<file path="src/rtl/job_launcher_pkg.sv">
// Shared types and default parameters for the job launcher slice.
package job_launcher_pkg;

    typedef enum logic [1:0] {
        IDLE     = 2'd0,
        LAUNCH   = 2'd1,
        WAIT     = 2'd2,
        COMPLETE = 2'd3
    } state_t;

    localparam int DEF_DEPTH   = 4;
    localparam int DEF_TAG_W   = 4;
    localparam int DEF_TIMEOUT = 255;
    localparam int DEF_CNT_W   = 8;

endpackage

</file>
<file path="src/rtl/job_fifo.sv">
// Circular tag buffer with extra-bit pointers; the head is read from storage
// and captured by the consumer on the pop edge.
module job_fifo
    import job_launcher_pkg::*;
#(
    parameter int DEPTH = DEF_DEPTH,
    parameter int TAG_W = DEF_TAG_W
) (
    input  logic                   clk,
    input  logic                   reset,
    input  logic                   push,
    input  logic                   pop,
    input  logic [TAG_W-1:0]       wr_data,
    output logic [TAG_W-1:0]       rd_data,
    output logic [$clog2(DEPTH):0] level
);

    localparam int AW = $clog2(DEPTH);

    logic [TAG_W-1:0] mem_r [DEPTH];
    logic [AW:0]      wr_ptr_r;
    logic [AW:0]      rd_ptr_r;
    logic             full_s;
    logic             empty_s;
    logic             do_push_s;
    logic             do_pop_s;

    assign full_s    = (wr_ptr_r[AW] != rd_ptr_r[AW]) && (wr_ptr_r[AW-1:0] == rd_ptr_r[AW-1:0]);
    assign empty_s   = (wr_ptr_r == rd_ptr_r);
    assign do_push_s = push && !full_s;
    assign do_pop_s  = pop && !empty_s;
    assign level     = wr_ptr_r - rd_ptr_r;
    assign rd_data   = mem_r[rd_ptr_r[AW-1:0]];

    // Storage write port; contents need no reset since pointers gate visibility.
    always_ff @(posedge clk) begin
        if (do_push_s) begin
            mem_r[wr_ptr_r[AW-1:0]] <= wr_data;
        end
    end

    // Pointer registers.
    always_ff @(posedge clk or negedge reset) begin
        if (!reset) begin
            wr_ptr_r <= {(AW+1){1'b0}};
            rd_ptr_r <= {(AW+1){1'b0}};
        end else begin
            if (do_push_s) begin
                wr_ptr_r <= wr_ptr_r + {{AW{1'b0}}, 1'b1};
            end
            if (do_pop_s) begin
                rd_ptr_r <= rd_ptr_r + {{AW{1'b0}}, 1'b1};
            end
        end
    end

endmodule

</file>
<file path="src/rtl/job_launcher.sv">
// Queues tagged jobs, launches them one at a time and reports completions.
// Optional watchdog enabled by defining JOB_LAUNCHER_WATCHDOG_EN.
module job_launcher
    import job_launcher_pkg::*;
#(
    parameter int DEPTH   = DEF_DEPTH,
    parameter int TAG_W   = DEF_TAG_W,
    parameter int TIMEOUT = DEF_TIMEOUT,
    parameter int CNT_W   = DEF_CNT_W
) (
    input  logic                   clk,
    input  logic                   reset,
    input  logic                   req_valid,
    input  logic [TAG_W-1:0]       req_tag,
    output logic                   req_ready,
    output logic                   start,
    input  logic                   done,
    output logic                   busy,
    output logic [TAG_W-1:0]       cur_tag,
    output logic                   cmp_valid,
    output logic [TAG_W-1:0]       cmp_tag,
    output logic                   cmp_timeout,
    output logic [CNT_W-1:0]       jobs_done,
    output logic [$clog2(DEPTH):0] fifo_level
);

    localparam int LVL_W = $clog2(DEPTH) + 1;

    state_t           state_r;
    state_t           state_next_s;
    logic [TAG_W-1:0] cur_tag_r;
    logic [TAG_W-1:0] head_s;
    logic [CNT_W-1:0] jobs_done_r;
    logic [LVL_W-1:0] level_s;
    logic             push_s;
    logic             pop_s;
    logic             expire_s;

    // Ready comes from the registered level only, so a full FIFO refuses even while popping.
    assign req_ready = (level_s != LVL_W'(DEPTH));
    assign push_s    = req_valid && req_ready;
    assign pop_s     = (state_r == IDLE) && (level_s != {LVL_W{1'b0}});

    job_fifo #(
        .DEPTH (DEPTH),
        .TAG_W (TAG_W)
    ) u_fifo (
        .clk     (clk),
        .reset   (reset),
        .push    (push_s),
        .pop     (pop_s),
        .wr_data (req_tag),
        .rd_data (head_s),
        .level   (level_s)
    );

`ifdef JOB_LAUNCHER_WATCHDOG_EN
    localparam int TMR_W = $clog2(TIMEOUT + 1);

    logic [TMR_W-1:0] wait_cnt_r;
    logic             timeout_r;

    assign expire_s    = (state_r == WAIT) && (wait_cnt_r == TMR_W'(TIMEOUT - 1));
    assign cmp_timeout = timeout_r;

    // Wait timer and timeout flag; done in the expiry cycle clears the flag.
    always_ff @(posedge clk or negedge reset) begin
        if (!reset) begin
            wait_cnt_r <= {TMR_W{1'b0}};
            timeout_r  <= 1'b0;
        end else begin
            if (state_r == LAUNCH) begin
                wait_cnt_r <= {TMR_W{1'b0}};
            end else if ((state_r == WAIT) && (wait_cnt_r != {TMR_W{1'b1}})) begin
                wait_cnt_r <= wait_cnt_r + TMR_W'(1);
            end
            if (state_r == WAIT) begin
                timeout_r <= expire_s && !done;
            end
        end
    end
`else
    assign expire_s    = 1'b0;
    assign cmp_timeout = 1'b0;
`endif

    // Next-state decode.
    always_comb begin
        state_next_s = state_r;
        case (state_r)
            IDLE: begin
                if (level_s != {LVL_W{1'b0}}) begin
                    state_next_s = LAUNCH;
                end else begin
                    state_next_s = IDLE;
                end
            end
            LAUNCH:   state_next_s = WAIT;
            WAIT: begin
                if (done || expire_s) begin
                    state_next_s = COMPLETE;
                end else begin
                    state_next_s = WAIT;
                end
            end
            COMPLETE: state_next_s = IDLE;
            default:  state_next_s = IDLE;
        endcase
    end

    // State, current tag and completion counter.
    always_ff @(posedge clk or negedge reset) begin
        if (!reset) begin
            state_r     <= IDLE;
            cur_tag_r   <= {TAG_W{1'b0}};
            jobs_done_r <= {CNT_W{1'b0}};
        end else begin
            state_r <= state_next_s;
            if (pop_s) begin
                cur_tag_r <= head_s;
            end
            if (state_r == COMPLETE) begin
                jobs_done_r <= jobs_done_r + CNT_W'(1);
            end
        end
    end

    assign start      = (state_r == LAUNCH);
    assign busy       = (state_r == LAUNCH) || (state_r == WAIT);
    assign cmp_valid  = (state_r == COMPLETE);
    assign cur_tag    = cur_tag_r;
    assign cmp_tag    = cur_tag_r;
    assign jobs_done  = jobs_done_r;
    assign fifo_level = level_s;

endmodule
</file>
<file path="config.mk">
export PLATFORM = sky130hd
export DESIGN_NAME = job_launcher
export DESIGN_NICKNAME = d
export VERILOG_FILES = /design/src/rtl/job_launcher_pkg.sv /design/src/rtl/job_fifo.sv /design/src/rtl/job_launcher.sv
export SDC_FILE = /design/constraint.sdc
export NUM_CORES = 1
export LEC_CHECK = 0
export ABC_CLOCK_PERIOD_IN_PS = 2350
export CELL_PAD_IN_SITES_DETAIL_PLACEMENT = 1
export CELL_PAD_IN_SITES_GLOBAL_PLACEMENT = 1
export CORE_MARGIN = 2
export CORE_UTILIZATION = 35
export CTS_CLUSTER_SIZE = 14
export DETAILED_ROUTE_END_ITERATION = 10
export PLACE_DENSITY_LB_ADDON = 0.1
export SYNTH_ARGS = -nofsm -noshare
export SYNTH_HDL_FRONTEND = slang
export SYNTH_SLANG_ARGS = --single-unit
export TNS_END_PERCENT = 100
</file>
<file path="constraint.sdc">
create_clock -name clk -period 2.35 [get_ports clk]
set_input_delay 0.5875 -clock clk [delete_from_list [all_inputs] [get_ports clk]]
set_output_delay 0.5875 -clock clk [all_outputs]
set_load 0.03 [all_outputs]
</file>
; ---- After elaboration in Yosys (flattened, before gate mapping)
; Memory sizes are Yosys's and may differ from the RTL's. A register that Yosys moved wholly into a read port is not among the register bits.
; Cells that the tools add are included.
[word_totals]
memories = 1
ram_bits = 16
in_bits = 8
reg_bits = 16
elab_cells = 32
output_inout_bits = 24
[op_classes]
reduce_logical = 11
eq_ne = 7
n_mux = 5
n_addsub = 4
[memory_table]
columns = memory, words, word_bits, rd, rd_clocked_by_memory_dff, write_ports, line
row1 = u_fifo.mem_r, 4, 4, 1, 1, 1, job_fifo.sv:20  ; logic [TAG_W-1:0] mem_r [DEPTH];
[op_table]
columns = cell, n
row1 = adder 8 x 1 -> 8 bit (second input constant), 1
row2 = case mux 2 bit (4 select lines), 1
row3 = adder 3 x 1 -> 3 bit (second input constant), 2
row4 = logical AND 1 bit, 5
row5 = equality test 2 bit (second input constant), 2
row6 = 2-to-1 mux 1 bit, 4
row7 = equality test 3 bit, 1
row8 = zero test 1 bit, 3
row9 = inequality test 3 bit (second input constant), 1
row10 = nonzero test 3 bit, 1
row11 = subtractor 3 bit, 1
row12 = equality test 2 x 1 -> 1 bit (second input constant), 1
row13 = equality test 2 bit, 1
row14 = zero test 2 bit, 1
row15 = logical OR 1 bit, 1
row16 = inequality test 1 bit, 1

; ---- Longest topological paths before layout
; Gate-level depths: netlist of run 1.
[depth]
ltp_word = 6
ltp_mapped = 7
ltp_nobuf = 7

; ---- Modules after synthesis
; A second synthesis of run 1 with hierarchy kept.
[hier_totals]
hier_cells = 119
area_unflattened_um2 = 1727.9
[by_module_without_submodules]
columns = mod, instances, seq_area_each_um2, area_per_inst_um2, cells_per_inst
row1 = job_fifo, 1, 630.6, 1038.5, 63
row2 = job_launcher, 1, 350.3, 689.4, 56

; ---- Least setup slack after synthesis of run 1
; No wires, ideal clock.
[synth_timing]
path_type = register -> register
start = register u_fifo.wr_ptr_r[0]
end = memory u_fifo.mem_r[0][0] (netlist bit), enable pin
setup_slack_ns = 0.062
path_buffers = 0
arrival_time_ns = 1.979
synth_period_minus_slack_ns = 2.288
path_stages_with_launch = 7
setup_time_ns = 0.309
required_time_ns = 2.041
cell_sequence = dfrtp_1 > inv_1 > ha_1 > fa_1 > xor3_2 > a221oi_4 > and2_1
[synth_via]
elab_chain_len = 6
word_cells_on_any_way = 9
classes_between = add/sub: 1 / eq/ne: 2 / mux: 2 / reduce/logical: 4
[synth_lines]
columns = element, line
row1 = from (decl), job_fifo.sv:21  ; logic [AW:0] wr_ptr_r;
row2 = from (signal assigned), job_fifo.sv:45  ; wr_ptr_r <= {(AW+1){1'b0}};
row3 = from (signal assigned), job_fifo.sv:49  ; wr_ptr_r <= wr_ptr_r + {{AW{1'b0}}, 1'b1};
row4 = subtractor 3 bit, job_fifo.sv:32  ; assign level = wr_ptr_r - rd_ptr_r;
row5 = named net fifo_level[2], job_launcher.sv:24  ; output logic [$clog2(DEPTH):0] fifo_level
row6 = inequality test 3 bit, job_launcher.sv:40  ; assign req_ready = (level_s != LVL_W'(DEPTH));
row7 = logical AND 1 bit, job_launcher.sv:41  ; assign push_s = req_valid && req_ready;
row8 = logical AND 1 bit, job_fifo.sv:30  ; assign do_push_s = push && !full_s;
row9 = 2-to-1 mux 1 bit, job_fifo.sv:37  ; if (do_push_s) begin
row10 = 2-to-1 mux 1 bit (not written as such), job_fifo.sv:38  ; mem_r[wr_ptr_r[AW-1:0]] <= wr_data;
row11 = to (decl), job_fifo.sv:20
; The timed path passes the listed nets, and every way through them passes these cells.

; ---- Worst setup path in the final report of run 1
[layout_timing]
start = register u_fifo.wr_ptr_r[0]
end = output port req_ready
[layout_via]
elab_chain_len = 2
[layout_lines]
columns = element, line
row1 = subtractor 3 bit, job_fifo.sv:32
row2 = inequality test 3 bit, job_launcher.sv:40
row3 = to (decl), job_launcher.sv:15  ; output logic req_ready,
; Every way passes these cells.

==> flow_summary_export.csv, run 1 <==
group,metric,value,unit
run_status,status,"finished clean",
routing,drc,0,
routing,first_pass_iters,4,
layout,area_growth,34.3,%
critical_path,r2r.worst_path.cells,7,
grt,grtUsageTotal,0.135,
worst_hold_path,holdPathEnd,"jobs_done[7]$_DFFE_PN0P_",
routing,drt_iter0_drc,41,
yosys,ys_seq_area_frac,0.580,
timing,setup_viol,0,
worst_hold_path,hold_class,"register to register",
timing,clock_skew,1.86,ps
die,chipHeight,73.5,um
yosys,yosys_warnings,0,
layout,mostFrequentLayoutCells,"clkdlybuf4s50_1, dfrtp_1, buf_4",
routing,num_vias,1031,
yosys,synth_edf_count,16,
yosys,syn_inst,115,
clock_tree,hold_buffers,0,
routing,routed_wl,3.27,mm
job,drv_cap,0,
clock_tree,cts.sinks,36,
timing,slew_viol_final,0,
die,fp.dieW,73.5,um
die,die_area,0.00540,mm2
critical_path,worstPathMaxFanout,2,
clock_tree,root_buffer,"clkbuf_8",
critical_path,worstSetupPathType,"register to output pin",
die,io_pins,32,
layout,layoutNonFillerInstCount,218,
clock_tree,insertion_delay,280,ps
grt,grt_max_degree,21,
layout,drive_gt1_frac,0.305,
place,place_congestion,0.796,
routing,wl_per_cell,15.0,um
timing,rsz0062_at_grt,"true",
clock_tree,cts_max_path_buffers,2,
worst_hold_path,hold_path_depth,1,
routing,ant_nets,0,
critical_path,crit_arrival,1740,ps
timing,fin_crit_sh,0.991,
grt,globalRouteOverflowTotal,0,
critical_path,path_cells,"inv_2, ha_4, fa_2, and2_4, nand2_4, buf_6",
routing,via_per_inst,4.73,
timing,timing.fmax,429,MHz
place,portBuffers,30,
critical_path,crit_required,1760,ps
timing,period_minus_slack,2330,ps
critical_path,reg2reg_from,"u_fifo.wr_ptr_r[0]$_DFFE_PN0P_",
worst_hold_path,holdCritStartpoint,"jobs_done[7]$_DFFE_PN0P_",
yosys,ys.flop_type,"dfrtp_1",
critical_path,cp-start-kind,"register",
grt,grt_pass1_wl,5.32,mm
yosys,ys_async_sr_fraction,0.556,
yosys,synth_area_per_cell,14.7,um2
critical_path,critPathLaunch,"u_fifo.wr_ptr_r[0]$_DFFE_PN0P_",
critical_path,crit_buf_inv,2,
layout,fin_nets,185,
yosys,ys_types,24,
die,start_util,0.360,
critical_path,critPathTopFamily,"adder cells",
critical_path,r2r_setup_slack,40,ps
critical_path,critical_path.max_stage_delay,530,ps
place,dp.cells,198,
layout,layout_commonest_cell,"clkdlybuf4s50_1",
grt,antenna_found_initial,0,
clock_tree,clkTransAtPathRegs,70,ps
clock_tree,cts_tree,"built",
grt,grt_pass1_vias,1117,
die,rows,25,
critical_path,critPathSlowestCell,"fa_2",
yosys,syn-num-nets,137,
clock_tree,cts_max_level,2,
critical_path,cp-end-kind,"output pin",
yosys,synth_seq_cells,36,
yosys,netlist_area,0.00169,mm2
clock_tree,numCtsBuffers,5,
layout,diodes,0,
critical_path,reg2reg_to,"u_fifo.mem_r[3][3]$_DFFE_PP_",
place,dp_hpwl,2.33,mm
die,placeableCoreArea,0.00469,mm2
timing,hold_violations,0,
-- metal layers --
| layer | vias to the layer above | global-route usage | share of wire |
|---|---|---|---|
| li1 | 484 | - | - |
| met1 | 519 | 0.160 | 0.43 |
| met2 | 26 | 0.230 | 0.52 |
| met3 | 2 | 0.0412 | 0.042 |
| met4 | 0 | 0.0485 | 0.0046 |
| met5 | - | 0 | 0 |
-- cells in the mapped netlist, types with 2 or more instances --
cell type	instances	share of area
edfxtp_1	16	0.28
nand2_1	8	0.018
dfrtp_1	20	0.30
nor2_1	2	0.0044
o21ai_0	3	0.0089
and2_1	5	0.019
inv_1	8	0.018
mux4_2	4	0.053
nand4_1	3	0.011
mux2_2	6	0.040
xor2_1	5	0.026
buf_4	5	0.022
ha_1	13	0.096
xnor2_1	7	0.036
-- worst reg2reg max path, cell delays in order, from the launching register on --
cell and delay (ps):
dfrtp_1 380, inv_2 60, ha_4 150, fa_2 330, xor3_2 310, buf_4 180
a221oi_4 370, and2_4 260
-- sequential cells by signal (all words and copies together) (netlist names) --
register,cells
cmp_tag,4
u_fifo.mem_r,16
u_fifo.wr_ptr_r,3
u_fifo.rd_ptr_r,3
jobs_done,8
state_r,2
-- how the worst max path moves through the flow --
stage	endpoint	slack, ps	depth (start not counted)
3_3_place_gp	u_fifo.mem_r[0][0]$_DFFE_PP_	130	6
2_1_floorplan	u_fifo.mem_r[0][0]$_DFFE_PP_	60	6
5_1_grt	req_ready	-40	6
4_1_cts	req_ready	-10	5
6_report	req_ready	20	6
3_5_place_dp	u_fifo.mem_r[0][0]$_DFFE_PP_	30	6
-- repair_timing --
item                                    CTS  global route
resized for setup                         8             8
cloned                                    0             0
pin swaps                                 4             4
setup buffers                             6             6
endpoints found under the setup margin    3            24
-- layout make-up --
class / instances / area (um2)
Tap cell: 54 / 67.6
Fill cell: 478 / 2420
Clock buffer: 6 / 82.6
Multi-Input combinational cell: 65 / 671
Inverter: 8 / 30.0
Sequential cell: 36 / 981
Timing Repair Buffer: 47 / 429
Clock inverter: 2 / 10.0
-- cells by family after synthesis --
logic type	Yosys count	synth area share
mux	10	0.0933
simple gates	22	0.0674
other cells	1	0.00222
xor+xnor	13	0.0770
buf+inv	14	0.0422
fa+ha+maj	14	0.108
flops	36	0.580
compound gates	5	0.0296
-- per-stage QoR --
step / setup WS (ps) / cell area [um2] / utilization / hold WS (ps) / TNS (ps)
3_3_place_gp: 131 / 2050 / 0.436 / 456 / 0
2_1_floorplan: 61.9 / 1690 / - / 292 / 0
3_5_place_dp: 26.1 / 2050 / 0.436 / 458 / 0
5_1_grt: -43.4 / 2270 / 0.484 / 494 / -184
6_report: 20.1 / 2270 / 0.484 / 468 / 0
4_1_cts: -10.0 / 2210 / 0.471 / 471 / -10.0
Power of run 1 is left out: the tool's default activity adds up to more than one toggle a clock period on the data nets, which glitch-free logic cannot reach.
==> run 2, diff against run 1 <==
- CAP_MARGIN: not set -> 20
==> results of run 2 <==
Same layout as run 1: the final DEF is identical, and so are final timing and power.
Power of run 2 is left out for the same reason.
==> run 3, diff against run 2 <==
- CORE_UTILIZATION: 35 -> 38
- SLEW_MARGIN: not set -> 20
==> run 3 against run 2 <==
Final cell count is 2.8% lower. Non-clock buffer count is 4 lower. Worst hold slack lost 1.5 ps. Critical path depth stayed put. Fmax decreased by 0.61%. Register-to-register slack is essentially flat. Clock skew up 3.9 ps. Via count shrank 1.6%. Core utilization grew 3.3 points.
==> flow_summary_export.csv, run 3 (synthesis results as in run 1) <==
group,metric,value,unit
run_status,status,"finished clean",
die,fp.dieW,70.7,um
layout,layout_commonest_cell,"clkdlybuf4s50_1",
clock_tree,root_buffer,"clkbuf_8",
grt,grtUsageMet2,0.243,
clock_tree,cts_max_path_buffers,2,
layout,postLayoutCoreUtil,0.517,
critical_path,critical_path.max_stage_delay,540,ps
critical_path,reg2reg_from,"u_fifo.wr_ptr_r[0]$_DFFE_PN0P_",
worst_hold_path,hold_path_depth,1,
clock_tree,clkTransAtPathRegs,80,ps
critical_path,crit_required,1760,ps
critical_path,path_cells,"inv_2, ha_4, fa_2, and2_4, nand2_2, buf_6",
critical_path,critPathLaunch,"u_fifo.wr_ptr_r[0]$_DFFE_PN0P_",
routing,via_per_inst,4.79,
place,portBuffers,30,
layout,diodes,0,
clock_tree,numCtsBuffers,5,
timing,period_minus_slack,2340,ps
critical_path,crit_buf_inv,2,
worst_hold_path,holdCritStartpoint,"jobs_done[7]$_DFFE_PN0P_",
place,dp_hpwl,2.50,mm
die,placeableCoreArea,0.00432,mm2
grt,grtUsageTotal,0.155,
grt,busiest_layer,"met2",
critical_path,cp-start-kind,"register",
timing,slew_viol_final,0,
clock_tree,cts_tree,"built",
layout,layoutNonFillerInstCount,212,
grt,grt_pass1_vias,1111,
routing,num_vias,1015,
grt,antenna_found_initial,0,
critical_path,critPathSlowestCell,"fa_2",
critical_path,critPathTopFamily,"adder cells",
worst_hold_path,hold_class,"register to register",
timing,finalSetupTns,0,ps
grt,globalRouteOverflowTotal,0,
routing,first_pass_iters,2,
place,dp.cells,196,
layout,fin_nets,181,
routing,ant_nets,0,
timing,rsz0062_at_grt,"true",
timing,timing.fmax,427,MHz
die,io_pins,32,
grt,grt_use_met3,0.0470,
clock_tree,cts_max_level,2,
routing,drt_iter0_drc,37,
layout,mostFrequentLayoutCells,"clkdlybuf4s50_1, dfrtp_1, edfxtp_1",
routing,wl_per_cell,16.6,um
die,die_area,0.00500,mm2
critical_path,worstSetupPathType,"register to output pin",
job,drv_cap,0,
layout,fillers,438,
clock_tree,insertion_delay,290,ps
critical_path,worstPathMaxFanout,2,
die,start_util,0.391,
grt,grt_pass1_wl,5.85,mm
timing,setup_viol,0,
die,rows,24,
worst_hold_path,holdPathEnd,"jobs_done[7]$_DFFE_PN0P_",
critical_path,cp-end-kind,"output pin",
timing,clock_skew,5.76,ps
place,place_congestion,0.798,
die,chipHeight,70.7,um
critical_path,r2r.worst_path.cells,7,
grt,gr-usage-met1,0.209,
timing,fin_crit_sh,0.998,
critical_path,r2r_setup_slack,50,ps
layout,drive_gt1_frac,0.294,
timing,fin_hold_ws,466,ps
clock_tree,cts.sinks,36,
layout,largest_reg_flops,16,
critical_path,reg2reg_to,"u_fifo.mem_r[3][2]$_DFFE_PP_",
grt,grt_max_degree,21,
routing,routed_wl,3.53,mm
routing,drc,0,
layout,area_growth,32.3,%
critical_path,crit_arrival,1760,ps
timing,hold_violations,0,
[run 3: changes by cell type in the layout (fill, tap and decap cells not counted), sizes merged]
cell	delta
buf	-4
clkdlybuf4s50	-1
dlygate4sd2	+1
[run 3: worst max path at each step]
stage	endpoint	cells after the start
after CTS	req_ready	5
after floorplan	u_fifo.mem_r[0][0]$_DFFE_PP_	6
after detailed placement	u_fifo.mem_r[2][0]$_DFFE_PP_	6
after global routing	req_ready	6
after global placement	u_fifo.mem_r[0][2]$_DFFE_PP_	6
final	req_ready	6
[run 3: what timing repair did]
action / CTS / global route
pin swaps: 3 / 4
setup buffers: 5 / 3
endpoints found under the setup margin: 3 / 22
hold buffers: 0 / 0
cloned: 0 / 0
resized for setup: 10 / 8
[run 3: metrics by stage]
step	cell area, um2	setup WS [ps]
6_report	2240	5.78
5_1_grt	2240	-34.9
4_1_cts	2190	-9.38
3_5_place_dp	2040	12.1
3_3_place_gp	2040	143
2_1_floorplan	1690	61.9
[run 3: layer usage]
metal	share of wire	vias up
met1	0.46	509
met2	0.48	25
met5	0	-
met3	0.046	6
met4	0.014	0
li1	-	475
[run 3: final cells by class]
class	instances	area, um2	area share
clock buffer	6	82.6	0.0369
multi-input combinational	65	666	0.298
timing repair buffer	43	402	0.180
inverter	8	30.0	0.0134
tap	52	65.1	0.0291
sequential	36	981	0.439
clock inverter	2	10.0	0.00448
Power of run 3 is left out for the same reason.
